===== src/rtl/status_reg.sv =====
// status_reg: 6502 processor status (P) register, push-byte formation, IRQ masking and NMI edge capture.
// Build option STATUS_DECIMAL_EN: when defined flag_d reflects stored D; otherwise flag_d reads 0 (2A03-style).
module status_reg (
  input  logic       clk,
  input  logic       reset,
  input  logic       alu_n,
  input  logic       alu_v,
  input  logic       alu_z,
  input  logic       alu_co,
  input  logic       upd_en,
  input  logic [5:0] upd_mask,
  input  logic [1:0] upd_src,
  input  logic [7:0] data_in,
  input  logic       push_brk,
  input  logic       sync,
  input  logic       irq_n,
  input  logic       nmi_n,
  input  logic       nmi_ack,
  output logic       flag_n,
  output logic       flag_v,
  output logic       flag_d,
  output logic       flag_i,
  output logic       flag_z,
  output logic       flag_c,
  output logic [7:0] p_out,
  output logic       irq_mask,
  output logic       int_irq,
  output logic       int_nmi
);

  localparam int unsigned FLAG_W = 6;
  localparam logic [FLAG_W-1:0] FLAGS_RST = 6'b000100;
  localparam logic [FLAG_W-1:0] ALU_FLAGS = 6'b110011;
  localparam int unsigned SRC_ALU = 0;
  localparam int unsigned SRC_BUS = 1;
  localparam int unsigned SRC_SET = 2;

  // Flag vector order {N,V,D,I,Z,C}
  logic [FLAG_W-1:0] flags_q;
  logic [FLAG_W-1:0] flags_d;
  logic [FLAG_W-1:0] src_vec;
  logic [FLAG_W-1:0] eff_mask;
  logic              nmi_q;
  logic              nmi_pend;
  logic              nmi_edge;
  logic              unused_bus_bits;

  assign unused_bus_bits = ^data_in[5:4];

  // Select update source and merge under the effective mask
  always_comb begin
    src_vec  = '0;
    eff_mask = '0;
    flags_d  = flags_q;
    unique case (upd_src)
      2'(SRC_ALU): src_vec = {alu_n, alu_v, 1'b0, 1'b0, alu_z, alu_co};
      2'(SRC_BUS): src_vec = {data_in[7:6], data_in[3:0]};
      2'(SRC_SET): src_vec = '1;
      default:     src_vec = '0;
    endcase
    if (upd_en) begin
      // The ALU has no D/I outputs, so those bits hold under the ALU source
      eff_mask = (upd_src == 2'(SRC_ALU)) ? (upd_mask & ALU_FLAGS) : upd_mask;
    end
    flags_d = (flags_q & ~eff_mask) | (src_vec & eff_mask);
  end

  assign nmi_edge = nmi_q & ~nmi_n;

  always_ff @(posedge clk) begin
    if (reset) begin
      flags_q  <= FLAGS_RST;
      irq_mask <= 1'b1;
      nmi_q    <= 1'b1;
      nmi_pend <= 1'b0;
    end else begin
      flags_q <= flags_d;
      // Sampling pre-update I at the boundary gives the NMOS one-instruction delay
      if (sync) irq_mask <= flags_q[2];
      nmi_q <= nmi_n;
      if (nmi_edge) nmi_pend <= 1'b1;
      else if (nmi_ack) nmi_pend <= 1'b0;
    end
  end

  assign flag_n = flags_q[5];
  assign flag_v = flags_q[4];
`ifdef STATUS_DECIMAL_EN
  assign flag_d = flags_q[3];
`else
  assign flag_d = 1'b0;
`endif
  assign flag_i = flags_q[2];
  assign flag_z = flags_q[1];
  assign flag_c = flags_q[0];

  assign p_out   = {flags_q[5:4], 1'b1, push_brk, flags_q[3:0]};
  assign int_irq = ~irq_n & ~irq_mask;
  assign int_nmi = nmi_pend;

endmodule


===== config.mk =====
export PLATFORM = sky130hd
export DESIGN_NAME = status_reg
export DESIGN_NICKNAME = d
export VERILOG_FILES = /design/src/rtl/status_reg.sv
export SDC_FILE = /design/constraint.sdc
export NUM_CORES = 1
export LEC_CHECK = 0
export ABC_AREA = 1
export BUFFER_PORTS_ARGS = -buffer_cell sky130_fd_sc_hd__buf_2
export CAP_MARGIN = 40
export CORE_MARGIN = 1
export CORE_UTILIZATION = 39
export CTS_CLUSTER_DIAMETER = 60
export DETAILED_ROUTE_END_ITERATION = 8
export HOLD_SLACK_MARGIN = 0.15
export PLACE_DENSITY = 0.81
export SLEW_MARGIN = 25
export SYNTH_ARGS = -nofsm -noshare
export SYNTH_HDL_FRONTEND = slang
export SYNTH_SLANG_ARGS = --single-unit

===== constraint.sdc =====
create_clock -name clk -period 1.1 [get_ports clk]
set_input_delay 0.055 -clock clk [delete_from_list [all_inputs] [get_ports clk]]
set_output_delay 0.055 -clock clk [all_outputs]
set_load 0.01 [all_outputs]

# Word level (Yosys, flattened, before mapping)
# Cells that the tools add are included.
# word_totals
register_bits	9
# classes
mux	5
reduce_logical	2
eq_ne	2
bitwise	9
# op_table
op	count
6-bit one-hot mux with 3 select lines	1
6-bit AND	2
6-bit two-way mux	1
6-bit NOT	1
6-bit OR	1
4-bit two-way mux	1
1-bit NOT	3
1-bit AND	2
2-bit by 1-bit equality test with 1-bit output, second input constant	1
2-bit equality test, second input constant	1
2-bit zero test	1
1-bit two-way mux	2
2-bit nonzero test	1

# Depth between registers and ports, before layout
# depth
ltp_word	6
ltp_mapped	6
depth_no_buf	6

# Worst setup path before layout
# No wires, ideal clock.
# synth_path
kind	reg-to-reg
from	register (tool-made name)
to	register (tool-made name)
path_slack_ns	0.409
arrival_time_ns	0.636
n_path_buf	0
stages_incl_launch_ff	5
cell_sequence	dfxtp_1 inv_1 a21oi_1 nand2_1 inv_1

==> run_results.csv <==
group,metric,value,unit
run_status,status,"finished, final reports clean",
detailed_routing,post-route-drc-count,0,
clock_network,cts_tree,"done",
synthesis,ys_seq_area_frac,0.3380,
sta,drv_slew,0,
die,fp.dieW,38.97,um
detailed_routing,vias,655,
detailed_routing,wl_per_cell,9.570,um
clock_network,cts_inserted_buffers,3,
setup_path,slowest_stage,"dlygate4sd3_1",
hold_path,hold_class,"input port to register",
detailed_routing,firstDrtPassIters,4,
cells_and_area,final_nets,164,
sta,fin_skew,0.2456,ps
die,pin_count,45,
sta,fin_crit_sh,0.8911,
detailed_routing,ant_nets,0,
synthesis,synth.distinct_cells,16,
clock_network,clockBufferDepth,2,
clock_network,cts_resized,0,
detailed_routing,drt-initial-drc-count,10,
placed_design,gp_congestion,0.7612,
die,coreArea,1186,um2
synthesis,synthCells,85,
global_routing,grt_start_max_net_pins,8,
global_routing,grt_first_pass_wirelength,2.021,mm
sta,fmax,1.020,GHz
setup_path,required,1280,ps
synthesis,syn_area_per_cell,6.271,um2
clock_network,root_buffer,"clkbuf_4",
sta,min_period,980.2,ps
pwr,power_density,983.8,nW/um2
setup_path,cp_max_fo,4,
setup_path,crit_path_end_kind,"register",
die,initial_core_util,0.4494,
global_routing,antenna_found_initial,0,
pwr,vdd_drop_max,698.3,uV
synthesis,syn_area,533.0,um2
detailed_routing,viasPerCell,4.396,
run,cap_violations,0,
setup_path,critPathMaxStageDelay,530,ps
placed_design,hpwl,923.9,um
clock_network,cts_sinks,9,
die,num_rows,12,
global_routing,grt_pass1_vias,543,
pwr,p_leak,0.5035,nW
sta,whs,147.0,ps
cells_and_area,drive_gt1_frac,0.3481,
synthesis,syn_nets,113,
die,die_h,38.97,um
sta,setup_tns,0,ps
setup_path,crit_path_start_kind,"input port",
die,die_area,1519,um2
detailed_routing,wl,1.426,mm
sta,setup_viol,0,
synthesis,ys_warn_count,0,
global_routing,grt-ovfl-total,0,
clock_network,h-tree-depth,1,
cells_and_area,diodes,0,
setup_path,worstPathCellList,"dlygate4sd3_1 -> buf_2 -> or2_2 -> o22ai_1",
global_routing,track_usage,0.2108,
sta,rsz0062_at_grt,"false",
clock_network,worstSkewPairLatency,260,ps
sta,hold_violations,0,
cells_and_area,syn2layout_area_growth,62.68,%
setup_path,worst_ep_arrival_time,1160,ps
cells_and_area,nFillCells,100,
synthesis,ys_ff_latch,9,
placed_design,portBuffers,38,
setup_path,path_class,"input port to register",
clock_network,clk_pin_slew_worst_paths,70,ps
[metal layers]
layer / wire length [um] / share of wire / track usage
met1: 586 / 0.41 / 0.1748
met2: 732 / 0.51 / 0.4125
met3: 96 / 0.067 / 0.08671
met4: 11 / 0.0077 / 0.1034
met5: 0 / 0 / 0
[placed cells by master (no fill, tap or decap), drive strengths merged]
master	n
o22ai	1
conb	2
dfxtp	9
a21oi	2
nand2	23
inv	12
dlygate4sd3	16
or2	1
nand3b	1
buf	38
nand3	4
clkbuf	4
nor2	17
o21ai	5
[logic make-up after synthesis]
| group | synth area share |
|---|---|
| other | 0.01409 |
| and+or+nand+nor | 0.3733 |
| DFF | 0.3380 |
| AOI/OAI and AO/OA | 0.07747 |
| buffers and inverters | 0.1972 |
[stage by stage]
step | power [mW] | instance area (um2) | utilization | std cells | setup WS, ps
3_5_place_dp | 0.5487 | 680.7 | 0.5738 | 129 | 392.8
2_1_floorplan | 0.4802 | 533.0 | - | 85 | 408.5
3_3_place_gp | 0.5449 | 680.7 | 0.5738 | 129 | 413.5
6_report | 0.8530 | 867.1 | 0.7310 | 149 | 119.8
5_1_grt | 0.9164 | 867.1 | 0.7310 | 149 | 128.0
4_1_cts | 0.8523 | 867.1 | 0.7310 | 149 | 177.8
[critical path, delay by kind of cell]
kind            cells  cell delay (ps)
simple gates        1              280
compound gates      1              150
buf+inv             2              670
[power breakdown]
group          switching, mW  total [mW]  internal, mW  leakage, nW
Sequential            0.0127       0.361         0.348       0.0745
Combinational          0.109       0.229         0.120        0.414
Clock                  0.123       0.263         0.140       0.0150
[timing repair]
action | in CTS | in global routing
hold buffers | 16 | 0
hold endpoints to repair | 10 | 0
setup buffers | 0 | 0
[cell usage after synthesis]
| master | count | share of area |
|---|---|---|
| o21ai_0 | 5 | 0.047 |
| buf_4 | 8 | 0.11 |
| dfxtp_1 | 9 | 0.34 |
| or2_2 | 1 | 0.012 |
| nand2_2 | 1 | 0.012 |
| nand3_1 | 3 | 0.028 |
| a21oi_1 | 2 | 0.019 |
| inv_2 | 2 | 0.014 |
| nand3_2 | 1 | 0.019 |
| nand3b_1 | 1 | 0.014 |
| nor2_1 | 16 | 0.11 |
| nand2_1 | 22 | 0.15 |
| o22ai_1 | 1 | 0.012 |
| conb_1 | 2 | 0.014 |
| nor2_4 | 1 | 0.021 |
| inv_1 | 10 | 0.070 |
[final timing paths]
check        startpoint        to  slack (ps)  cells past startpoint
max               reset   int_nmi         120                      4
min               alu_n  register         150                      5
max reg2reg    register  register         420                      4
min reg2reg    irq_mask  irq_mask         470                      2
[final cells by class]
cell class              instances  area [um2]  area share
repair buffers                 54       350.3      0.4040
inverters                      12       45.04     0.05195
well taps                      14       17.52     0.02020
multi-input cells              56       247.7      0.2857
flip-flops and latches          9       180.2      0.2078
clock buffers                   4       26.28     0.03030
Power figures use the tool's default switching activity.
